==> config.mk <==
export PLATFORM = sky130hd
export DESIGN_NAME = uart_sram_cmd_master
export DESIGN_NICKNAME = d
export VERILOG_FILES = /design/src/rtl/uart_cmd_pkg.sv /design/src/rtl/uart_sram_cmd_master.sv
export SDC_FILE = /design/constraint.sdc
export NUM_CORES = 1
export LEC_CHECK = 0
export ABC_AREA = 1
export CORE_UTILIZATION = 45
export CTS_CLUSTER_SIZE = 28
export DETAILED_ROUTE_END_ITERATION = 12
export PLACE_DENSITY = 0.77
export RECOVER_POWER = 100
export SLEW_MARGIN = 0
export SYNTH_ARGS = -nofsm -noshare
export SYNTH_HDL_FRONTEND = slang
export SYNTH_SLANG_ARGS = --single-unit
==> constraint.sdc <==
create_clock -name clk -period 7.42 [get_ports clk]
set_input_delay 1.855 -clock clk [delete_from_list [all_inputs] [get_ports clk]]
set_output_delay 1.855 -clock clk [all_outputs]
set_load 0.02 [all_outputs]
==> src/rtl/uart_cmd_pkg.sv <==
// Shared constants and types for the SRAM debug UART command protocol.
// Command/response byte values, request opcodes and completion codes.
package uart_cmd_pkg;

   localparam logic [7:0] CMD_HB_TOGGLE = 8'h01;
   localparam logic [7:0] CMD_WRITE     = 8'h02;
   localparam logic [7:0] CMD_READ      = 8'h03;
   localparam logic [7:0] CMD_PING      = 8'h04;

   localparam logic [7:0] RSP_HB     = 8'hAA;
   localparam logic [7:0] RSP_WR_ACK = 8'hAC;
   localparam logic [7:0] RSP_PONG   = 8'hEE;

   localparam int FRAME_MAX = 5;

   typedef enum logic [1:0] {
      OP_HB_TOGGLE = 2'd0,
      OP_WRITE     = 2'd1,
      OP_READ      = 2'd2,
      OP_PING      = 2'd3
   } req_op_e;

   typedef enum logic [1:0] {
      ST_OK       = 2'd0,
      ST_TIMEOUT  = 2'd1,
      ST_BAD_BYTE = 2'd2
   } rsp_status_e;

   function automatic logic [7:0] cmd_byte(input req_op_e op);
      logic [7:0] b;
      unique case (op)
         OP_HB_TOGGLE: b = CMD_HB_TOGGLE;
         OP_WRITE:     b = CMD_WRITE;
         OP_READ:      b = CMD_READ;
         default:      b = CMD_PING;
      endcase
      return b;
   endfunction

   // Index of the final byte in the frame for each opcode.
   function automatic logic [2:0] frame_last(input req_op_e op);
      logic [2:0] n;
      unique case (op)
         OP_WRITE: n = 3'd4;
         OP_READ:  n = 3'd2;
         default:  n = 3'd0;
      endcase
      return n;
   endfunction

   function automatic logic [7:0] ack_byte(input req_op_e op);
      return (op == OP_WRITE) ? RSP_WR_ACK : RSP_PONG;
   endfunction

endpackage

==> src/rtl/uart_sram_cmd_master.sv <==
// Host-side SRAM debug UART initiator: serializes one request into
// command bytes, then parses the reply into a single completion.
module uart_sram_cmd_master
   import uart_cmd_pkg::*;
#(
   parameter int unsigned TIMEOUT_CYCLES = 1_000_000
) (
   input  logic        clk,
   input  logic        rst,
   input  logic        req_valid,
   output logic        req_ready,
   input  logic [1:0]  req_op,
   input  logic [15:0] req_addr,
   input  logic [15:0] req_wdata,
   output logic        rsp_valid,
   output logic [1:0]  rsp_status,
   output logic [15:0] rsp_rdata,
   output logic        hb_seen,
   output logic [7:0]  tx_data,
   output logic        tx_send,
   input  logic        tx_busy,
   input  logic [7:0]  rx_data,
   input  logic        rx_valid
);

   typedef enum logic [2:0] {
      S_IDLE,
      S_SEND,
      S_DRAIN,
      S_RESP,
      S_DONE
   } state_e;

   localparam logic [31:0] TIMER_TERM = 32'(TIMEOUT_CYCLES - 1);
   localparam logic [31:0] TIMER_MAX  = '1;

   state_e      state_q;
   state_e      state_d;
   req_op_e     op_q;
   logic [7:0]  frame_q [FRAME_MAX];
   logic [2:0]  idx_q;
   logic [2:0]  last_q;
   logic        guard_q;
   logic [31:0] timer_q;
   logic [7:0]  rd_hi_q;
   logic        rd_have_q;
   logic [1:0]  status_q;
   logic [15:0] rdata_q;
   logic        hb_q;

   logic        accept;
   logic        send_go;
   logic        rx_hb;
   logic        done;
   logic [1:0]  done_status;
   logic [15:0] done_rdata;
   logic        timer_clr;
   logic        timer_inc;
   logic        take_hi;
   logic        hb_d;

   assign accept  = req_valid && (state_q == S_IDLE);
   assign send_go = (state_q == S_SEND) && !guard_q && !tx_busy;
   assign rx_hb   = rx_valid && (rx_data == RSP_HB);

   assign req_ready  = (state_q == S_IDLE);
   assign tx_send    = send_go;
   assign tx_data    = send_go ? frame_q[idx_q] : 8'h00;
   assign rsp_valid  = (state_q == S_DONE);
   assign rsp_status = status_q;
   assign rsp_rdata  = rdata_q;
   assign hb_seen    = hb_q;

   always_comb begin
      state_d     = state_q;
      done        = 1'b0;
      done_status = ST_OK;
      done_rdata  = '0;
      timer_clr   = 1'b0;
      timer_inc   = 1'b0;
      take_hi     = 1'b0;
      // Heartbeats are filtered everywhere except while parsing a reply.
      hb_d        = rx_hb && (state_q != S_RESP);
      unique case (state_q)
         S_IDLE: begin
            if (req_valid) state_d = S_SEND;
         end
         S_SEND: begin
            if (send_go && idx_q == last_q) state_d = S_DRAIN;
         end
         S_DRAIN: begin
            if (!guard_q && !tx_busy) begin
               if (op_q == OP_HB_TOGGLE) begin
                  done    = 1'b1;
                  state_d = S_DONE;
               end else begin
                  timer_clr = 1'b1;
                  state_d   = S_RESP;
               end
            end
         end
         S_RESP: begin
            if (rx_valid) begin
               timer_clr = 1'b1;
               if (op_q == OP_READ) begin
                  if (rd_have_q) begin
                     done       = 1'b1;
                     done_rdata = {rd_hi_q, rx_data};
                     state_d    = S_DONE;
                  end else begin
                     take_hi = 1'b1;
                  end
               end else begin
                  unique case (1'b1)
                     (rx_data == ack_byte(op_q)): begin
                        done    = 1'b1;
                        state_d = S_DONE;
                     end
                     rx_hb: hb_d = 1'b1;
                     default: begin
                        done        = 1'b1;
                        done_status = ST_BAD_BYTE;
                        state_d     = S_DONE;
                     end
                  endcase
               end
            end else if (timer_q == TIMER_TERM) begin
               done        = 1'b1;
               done_status = ST_TIMEOUT;
               state_d     = S_DONE;
            end else begin
               timer_inc = 1'b1;
            end
         end
         S_DONE: begin
            state_d = S_IDLE;
         end
         default: state_d = S_IDLE;
      endcase
   end

   always_ff @(posedge clk or posedge rst) begin
      if (rst) begin
         state_q   <= S_IDLE;
         op_q      <= OP_HB_TOGGLE;
         for (int i = 0; i < FRAME_MAX; i++) frame_q[i] <= '0;
         idx_q     <= '0;
         last_q    <= '0;
         guard_q   <= 1'b0;
         timer_q   <= '0;
         rd_hi_q   <= '0;
         rd_have_q <= 1'b0;
         status_q  <= ST_OK;
         rdata_q   <= '0;
         hb_q      <= 1'b0;
      end else begin
         state_q <= state_d;
         hb_q    <= hb_d;
         // Covers the cycle before tx_busy rises after a send.
         guard_q <= send_go;
         if (accept) begin
            op_q       <= req_op_e'(req_op);
            frame_q[0] <= cmd_byte(req_op_e'(req_op));
            frame_q[1] <= req_addr[15:8];
            frame_q[2] <= req_addr[7:0];
            frame_q[3] <= req_wdata[15:8];
            frame_q[4] <= req_wdata[7:0];
            idx_q      <= '0;
            last_q     <= frame_last(req_op_e'(req_op));
            rd_have_q  <= 1'b0;
         end else if (send_go) begin
            idx_q <= idx_q + 3'd1;
         end
         if (timer_clr) begin
            timer_q <= '0;
         end else if (timer_inc && timer_q != TIMER_MAX) begin
            timer_q <= timer_q + 32'd1;
         end
         if (take_hi) begin
            rd_hi_q   <= rx_data;
            rd_have_q <= 1'b1;
         end
         if (done) begin
            status_q  <= done_status;
            rdata_q   <= done_rdata;
            rd_have_q <= 1'b0;
         end
      end
   end

endmodule
==> results.json, run 1 <==
{
  "status": "complete, but fails checks",
  "violations": "capacitance limit, slew limit",
  "avgSynthCellArea_um2": 7.141,
  "yosys_warnings": 0,
  "post-synth-top-area-cell": "dfrtp_1",
  "arrival_ns": 4.41,
  "crit_path_top_delay_cell": "dlygate4sd3_1",
  "hp-class": "register to register",
  "critPathRequiredTime_ns": 5.57,
  "htree_levels": 3,
  "vias": 5496,
  "clk_latency_ns": 0.36,
  "multi_input_area_um2": 2992,
  "ys_types": 34,
  "grt_pass1_vias": 5131,
  "fin_crit_sh_pct": 84.37,
  "postRouteWirelength_um": 14270,
  "syn_to_final_growth_pct": 17.66,
  "worst_pin_slew_ns": 2.038,
  "power_density_nw_per_um2": 328.3,
  "final_core_util_pct": 54.25,
  "syn-cell-area_um2": 6106,
  "yosys.area.top_type_share_pct": 43.44,
  "start_util_pct": 46.11,
  "crit_path_start_kind": "input port",
  "drc": 0,
  "setup_viol": 0,
  "die_y_um": 118.5,
  "ys_seq_elements": 106,
  "clkSlewWorstSetupHoldPaths_ns": 0.07,
  "rsz0062_at_grt": "false",
  "io_pins": 77,
  "dp_hpwl_um": 10050,
  "crit_type": "input port to output port",
  "finalPower_mw": 2.359,
  "cp_max_fo": 9,
  "cts_buffer_depth": 2,
  "slowest_delay_ns": 0.71,
  "min_period_ns": 6.260,
  "irDropWorstVdd_mv": 0.1683,
  "synth_area_leaders": "dfrtp_1 (43%), nand2_1 (20%), nor2_1 (6.6%), nand3_1 (6.1%), inv_1 (4.4%)",
  "root_buffer": "clkbuf_16",
  "gr-total-overflow": 0,
  "numCtsBuffers": 9,
  "core_um2": 13240,
  "maxCapViolCount": 3,
  "drt_pass1_iterations": 5,
  "seq_area_um2": 2653,
  "worstSetupEndpointType": "output port",
  "postRouteAntennaNets": 0,
  "seq_area_frac_synth_pct": 43.44,
  "report.final.slew_viol_count": 163,
  "power_leakage_nw": 3.507,
  "cts_resized": 0,
  "post_cts_buffers": 0,
  "grt_use_total_pct": 21.78,
  "path_cells": "dlygate4sd3_1 > or2_2 > nor2_1 > clkinv_1 > a211oi_1 > dlygate4sd3_1",
  "slew_headroom_pct": -35.86,
  "grt_max_degree": 72,
  "die_w_um": 118.5,
  "viasPerCell": 5.010,
  "clock-sinks": 106,
  "fin_cells": 1097,
  "dieArea_um2": 14040,
  "gp_congestion": 0.9084,
  "num_rows": 42,
  "drive_gt1_share_pct": 6.080,
  "wl_per_cell_um": 13.01,
  "cts_hold_buf": 0,
  "drt_iter0_markers": 298,
  "fillers": 1309,
  "placed_cells": 1083,
  "antenna_cells": 0,
  "finalSetupTns_ns": 0,
  "synthesis.nets": 909,
  "synth_cells": 855,
  "cts_tree": "yes",
  "finalHoldViolCount": 0,
  "antenna_found_initial": 0,
  "max_freq_ghz": 0.1597,
  "fin_nets": 972,
  "grt_pass1_wl_um": 24610,
  "io_buffers": 76,
  "crit_top_cell": "dlygate4sd3_1",
  "skew_ns": 0.005318
}
path summary, 6_finish.rpt:
| path | to | from | slack [ns] | cells past startpoint |
|---|---|---|---|---|
| max | tx_data[7] | tx_busy | 1.16 | 6 |
| min | rsp_rdata[13] | rd_hi_q[5] | 0.47 | 2 |
| max reg2reg | timer_q[4] | state_q[2] | 2.92 | 10 |
| min reg2reg | rsp_rdata[13] | rd_hi_q[5] | 0.47 | 2 |
| max in group asynchronous | rsp_rdata[12] | rst | 2.74 | 3 |
| min in group asynchronous | frame_q[19] | rst | 2.33 | 2 |
cell usage in the layout, fill, tap and decap left out, drive strengths merged, types with 2 or more instances in the layout:
master / synthesis / layout
a211oi: 5 / 5
a21oi: 18 / 18
clkbuf: 12 / 12
clkdlybuf4s50: 0 / 41
clkinv: 1 / 2
clkinvlp: 0 / 4
dfrtp: 106 / 106
dlygate4sd3: 0 / 35
ha: 7 / 7
inv: 73 / 73
mux2: 3 / 3
nand2: 338 / 338
nand3: 86 / 86
nand4: 5 / 5
nor2: 115 / 115
nor3: 8 / 8
nor4: 2 / 2
o21ai: 41 / 41
o221ai: 5 / 5
or2: 2 / 2
xnor2: 4 / 4
xor2: 6 / 6
kinds of logic (layout without fill, tap and decap cells):
family | Yosys count | after routing | share of synthesized area, %
xor+xnor | 10 | 10 | 1.434
flops | 106 | 106 | 43.44
mux | 3 | 3 | 0.5532
buf+inv | 101 | 167 | 7.336
simple gates | 557 | 557 | 39.32
fa+ha+maj | 7 | 7 | 1.434
compound gates | 71 | 71 | 6.475
layout make-up:
cell class	instances	share of cell area, %
multi-input cells	648	41.64
flip-flops and latches	106	36.92
repair buffers	79	10.76
inverters	74	3.884
clock buffers	9	3.135
well taps	176	3.065
clock inverters	5	0.5921
critical path: cells and delay by family:
kind / cells / cell delay [ns]
buffers and inverters: 3 / 1.58
AO/OA/AOI/OAI: 1 / 0.32
AND/OR/NAND/NOR: 2 / 0.65
metal layers:
layer,track usage [%],wire [µm]
met5,0,0
met4,5.222,186
met3,5.116,627
met2,34.63,6575
met1,30.00,6885
metrics by stage:
step           hold WS [ns]  setup WS [ns]  area (µm²)
5_1_grt              0.4970         0.8767        7184
2_1_floorplan        0.4419          2.315        6106
4_1_cts              0.4752          1.524        7217
3_5_place_dp         0.4608          1.556        6949
3_3_place_gp         0.4519          1.612        6949
6_report             0.4742          1.160        7184
synth_stat cells, drive strengths merged:
master / n
inv: 73
nand2: 338
nand3: 86
nor2: 115
xor2: 6
nor4: 2
a31oi: 1
ha: 7
or2: 2
nand4: 5
a21oi: 18
a211oi: 5
nor2b: 1
nor3: 8
clkinv: 1
o21ai: 41
o221ai: 5
dfrtp: 106
clkbuf: 12
buf: 15
o22ai: 1
xnor2: 4
mux2: 3
report_power, final:
part / internal (mW) / switching [mW]
Combinational: 0.324 / 0.563
Sequential: 0.808 / 0.215
Clock: 0.227 / 0.222
sequential cells by signal, indices dropped and copies added, names as in the netlist:
signal and count:
rsp_status 2, rsp_rdata 16, state_q 3, rd_hi_q 8, timer_q 32, idx_q 3, op_q 2, rd_have_q 1
last_q 2, frame_q 35, hb_seen 1, guard_q 1
(Power assumes the default switching activity.)
==> inputs of run 2 (changes only) <==
--- a/config.mk
+++ b/config.mk
@@ -9,7 +9,7 @@
 export CORE_UTILIZATION = 45
 export CTS_CLUSTER_SIZE = 28
 export DETAILED_ROUTE_END_ITERATION = 12
-export PLACE_DENSITY = 0.77
+export PLACE_DENSITY = 0.8
 export RECOVER_POWER = 100
 export SLEW_MARGIN = 0
 export SYNTH_ARGS = -nofsm -noshare
==> constraint.sdc (replaced) <==
create_clock -name clk -period 5.7 [get_ports clk]
set_input_delay 1.425 -clock clk [delete_from_list [all_inputs] [get_ports clk]]
set_output_delay 1.425 -clock clk [all_outputs]
set_load 0.02 [all_outputs]
==> results.json, run 2 (synthesis gave the netlist of run 1 again) <==
{
  "status": "complete, but fails checks",
  "violations": "capacitance limit, slew limit",
  "irDropWorstVdd_mv": 0.2324,
  "top_register": "frame_q",
  "clock-sinks": 106,
  "seq_area_um2": 2653,
  "finalHoldViolCount": 0,
  "rsz0062_at_grt": "false",
  "crit_path_start_kind": "input port",
  "path_cells": "clkdlybuf4s50_1 > or2_2 > nor2_1 > clkinv_1 > a211oi_1 > dlygate4sd3_1",
  "io_buffers": 76,
  "dieArea_um2": 14040,
  "num_rows": 42,
  "wl_per_cell_um": 13.37,
  "numCtsBuffers": 9,
  "swShare_pct": 41.82,
  "finalSetupTns_ns": 0,
  "die_w_um": 118.5,
  "crit_path_top_delay_cell": "dlygate4sd3_1",
  "slowest_delay_ns": 0.71,
  "p_comb_share_pct": 36.6,
  "htree_levels": 3,
  "slew_headroom_pct": -91.10,
  "clk_latency_ns": 0.36,
  "drc": 0,
  "min_period_ns": 5.226,
  "power_density_nw_per_um2": 434.0,
  "largest_reg_flops": 35,
  "cell_internal_pwr_mw": 1.818,
  "die_y_um": 118.5,
  "gr-total-overflow": 0,
  "power_frac_clock_pct": 20.9,
  "cts_hold_buf": 0,
  "post_cts_buffers": 0,
  "gp_congestion": 0.9526,
  "start_util_pct": 46.11,
  "cp_max_fo": 9,
  "fin_ws_ns": 0.4739,
  "maxCapViolCount": 2,
  "fin_nets": 971,
  "clkSlewWorstSetupHoldPaths_ns": 0.08,
  "drt_pass1_iterations": 5,
  "most-common-layout-cells": "nand2_1 (329), nor2_1 (107), dfrtp_1 (106)",
  "fin_cells": 1098,
  "worstSetupEndpointType": "output port",
  "grt_pass1_wl_um": 25220,
  "placed_cells": 1082,
  "postRouteAntennaNets": 0,
  "io_pins": 77,
  "dp_hpwl_um": 10300,
  "power_leakage_nw": 3.525,
  "grt_pass1_vias": 5343,
  "vias": 5541,
  "cts_tree": "yes",
  "hp-class": "register to register",
  "worst_pin_slew_ns": 2.863,
  "fillers": 1274,
  "p_seq_share_pct": 42.5,
  "switchingPower_mw": 1.307,
  "viasPerCell": 5.046,
  "max_freq_ghz": 0.1913,
  "report.final.slew_viol_count": 93,
  "drt_iter0_markers": 417,
  "arrival_ns": 3.80,
  "cts_resized": 0,
  "cts_buffer_depth": 2,
  "critPathRequiredTime_ns": 4.28,
  "grt_max_degree": 76,
  "antenna_found_initial": 0,
  "multi_input_area_um2": 2967,
  "antenna_cells": 0,
  "drive_gt1_share_pct": 5.423,
  "syn_to_final_growth_pct": 17.91,
  "core_um2": 13240,
  "grt_use_total_pct": 22.37,
  "root_buffer": "clkbuf_16",
  "post-place-ws_ns": 0.7258,
  "fin_crit_sh_pct": 91.69,
  "crit_type": "input port to output port",
  "layout_commonest_cell": "nand2_1",
  "skew_ns": 0.01000,
  "postRouteWirelength_um": 14680,
  "setup_viol": 0
}
==> run 2: cell types whose count changed in the layout (fill, tap and decap cells not counted), sizes merged <==
cell / previous run / this run
clkinvlp: 4 / 1
clkdlybuf4s50: 41 / 43
clkinv: 2 / 4
dlygate4sd3: 35 / 33
inv: 73 / 75
bufinv: 0 / 1
clkbuf: 12 / 11
==> run 2: metal layers <==
| layer | global-route usage, % | up-vias | routed length, µm |
|---|---|---|---|
| li1 | - | 2819 | - |
| met1 | 28.67 | 2572 | 6775 |
| met2 | 37.32 | 123 | 6961 |
| met3 | 4.488 | 27 | 636 |
| met4 | 8.386 | 0 | 305 |
| met5 | 0 | - | 0 |
==> run 2: worst max-delay path: cells and delay by family <==
kind / cells / cell delay [ns]
compound gates: 1 / 0.30
buf+inv: 3 / 1.42
simple gates: 2 / 0.65
==> run 2: worst paths after layout <==
path	to	slack, ns	cells after the start	start
worst min register to register	frame_q[15]	0.48	2	frame_q[15]
worst max register to register	timer_q[18]	1.78	10	state_q[2]
min in group asynchronous	frame_q[19]	2.54	2	rst
worst min-delay path	frame_q[15]	0.48	2	frame_q[15]
max in group asynchronous	rd_hi_q[2]	1.20	3	rst
worst max-delay path	tx_data[6]	0.47	6	tx_busy
==> run 2: per-stage QoR <==
stage	hold WS (ns)	cell area [µm²]	total power [mW]	utilization, %
after global routing	0.5010	7199	3.380	54.37
after detailed placement	0.4585	6942	2.517	52.42
after CTS	0.4776	7254	3.183	54.78
after floorplan	0.4419	6106	2.169	-
final	0.4754	7199	3.125	54.37
after global placement	0.4518	6942	2.471	52.42
==> run 2: layout make-up <==
class / count / share of cell area [%]
Clock buffer: 9 / 3.128
Clock inverter: 7 / 1.217
Inverter: 74 / 3.858
Multi-Input combinational cell: 648 / 41.21
Sequential cell: 106 / 36.84
Tap cell: 176 / 3.059
Timing Repair Buffer: 78 / 10.69
==> run 2: power groups by stage <==
stage	Sequential, mW	Combinational, mW	Clock [mW]
2_1_floorplan	1.28	0.885	0
3_3_place_gp	1.33	1.14	0
3_5_place_dp	1.33	1.18	0
4_1_cts	1.33	1.19	0.665
5_1_grt	1.37	1.32	0.691
6_report	1.33	1.14	0.653
==> inputs of run 3 (changes only) <==
--- a/config.mk
+++ b/config.mk
@@ -15,3 +15,4 @@
 export SYNTH_ARGS = -nofsm -noshare
 export SYNTH_HDL_FRONTEND = slang
 export SYNTH_SLANG_ARGS = --single-unit
+export TNS_END_PERCENT = 50
==> results of run 3 <==
Same layout as run 2: the final DEF is identical, and so are final timing and power.
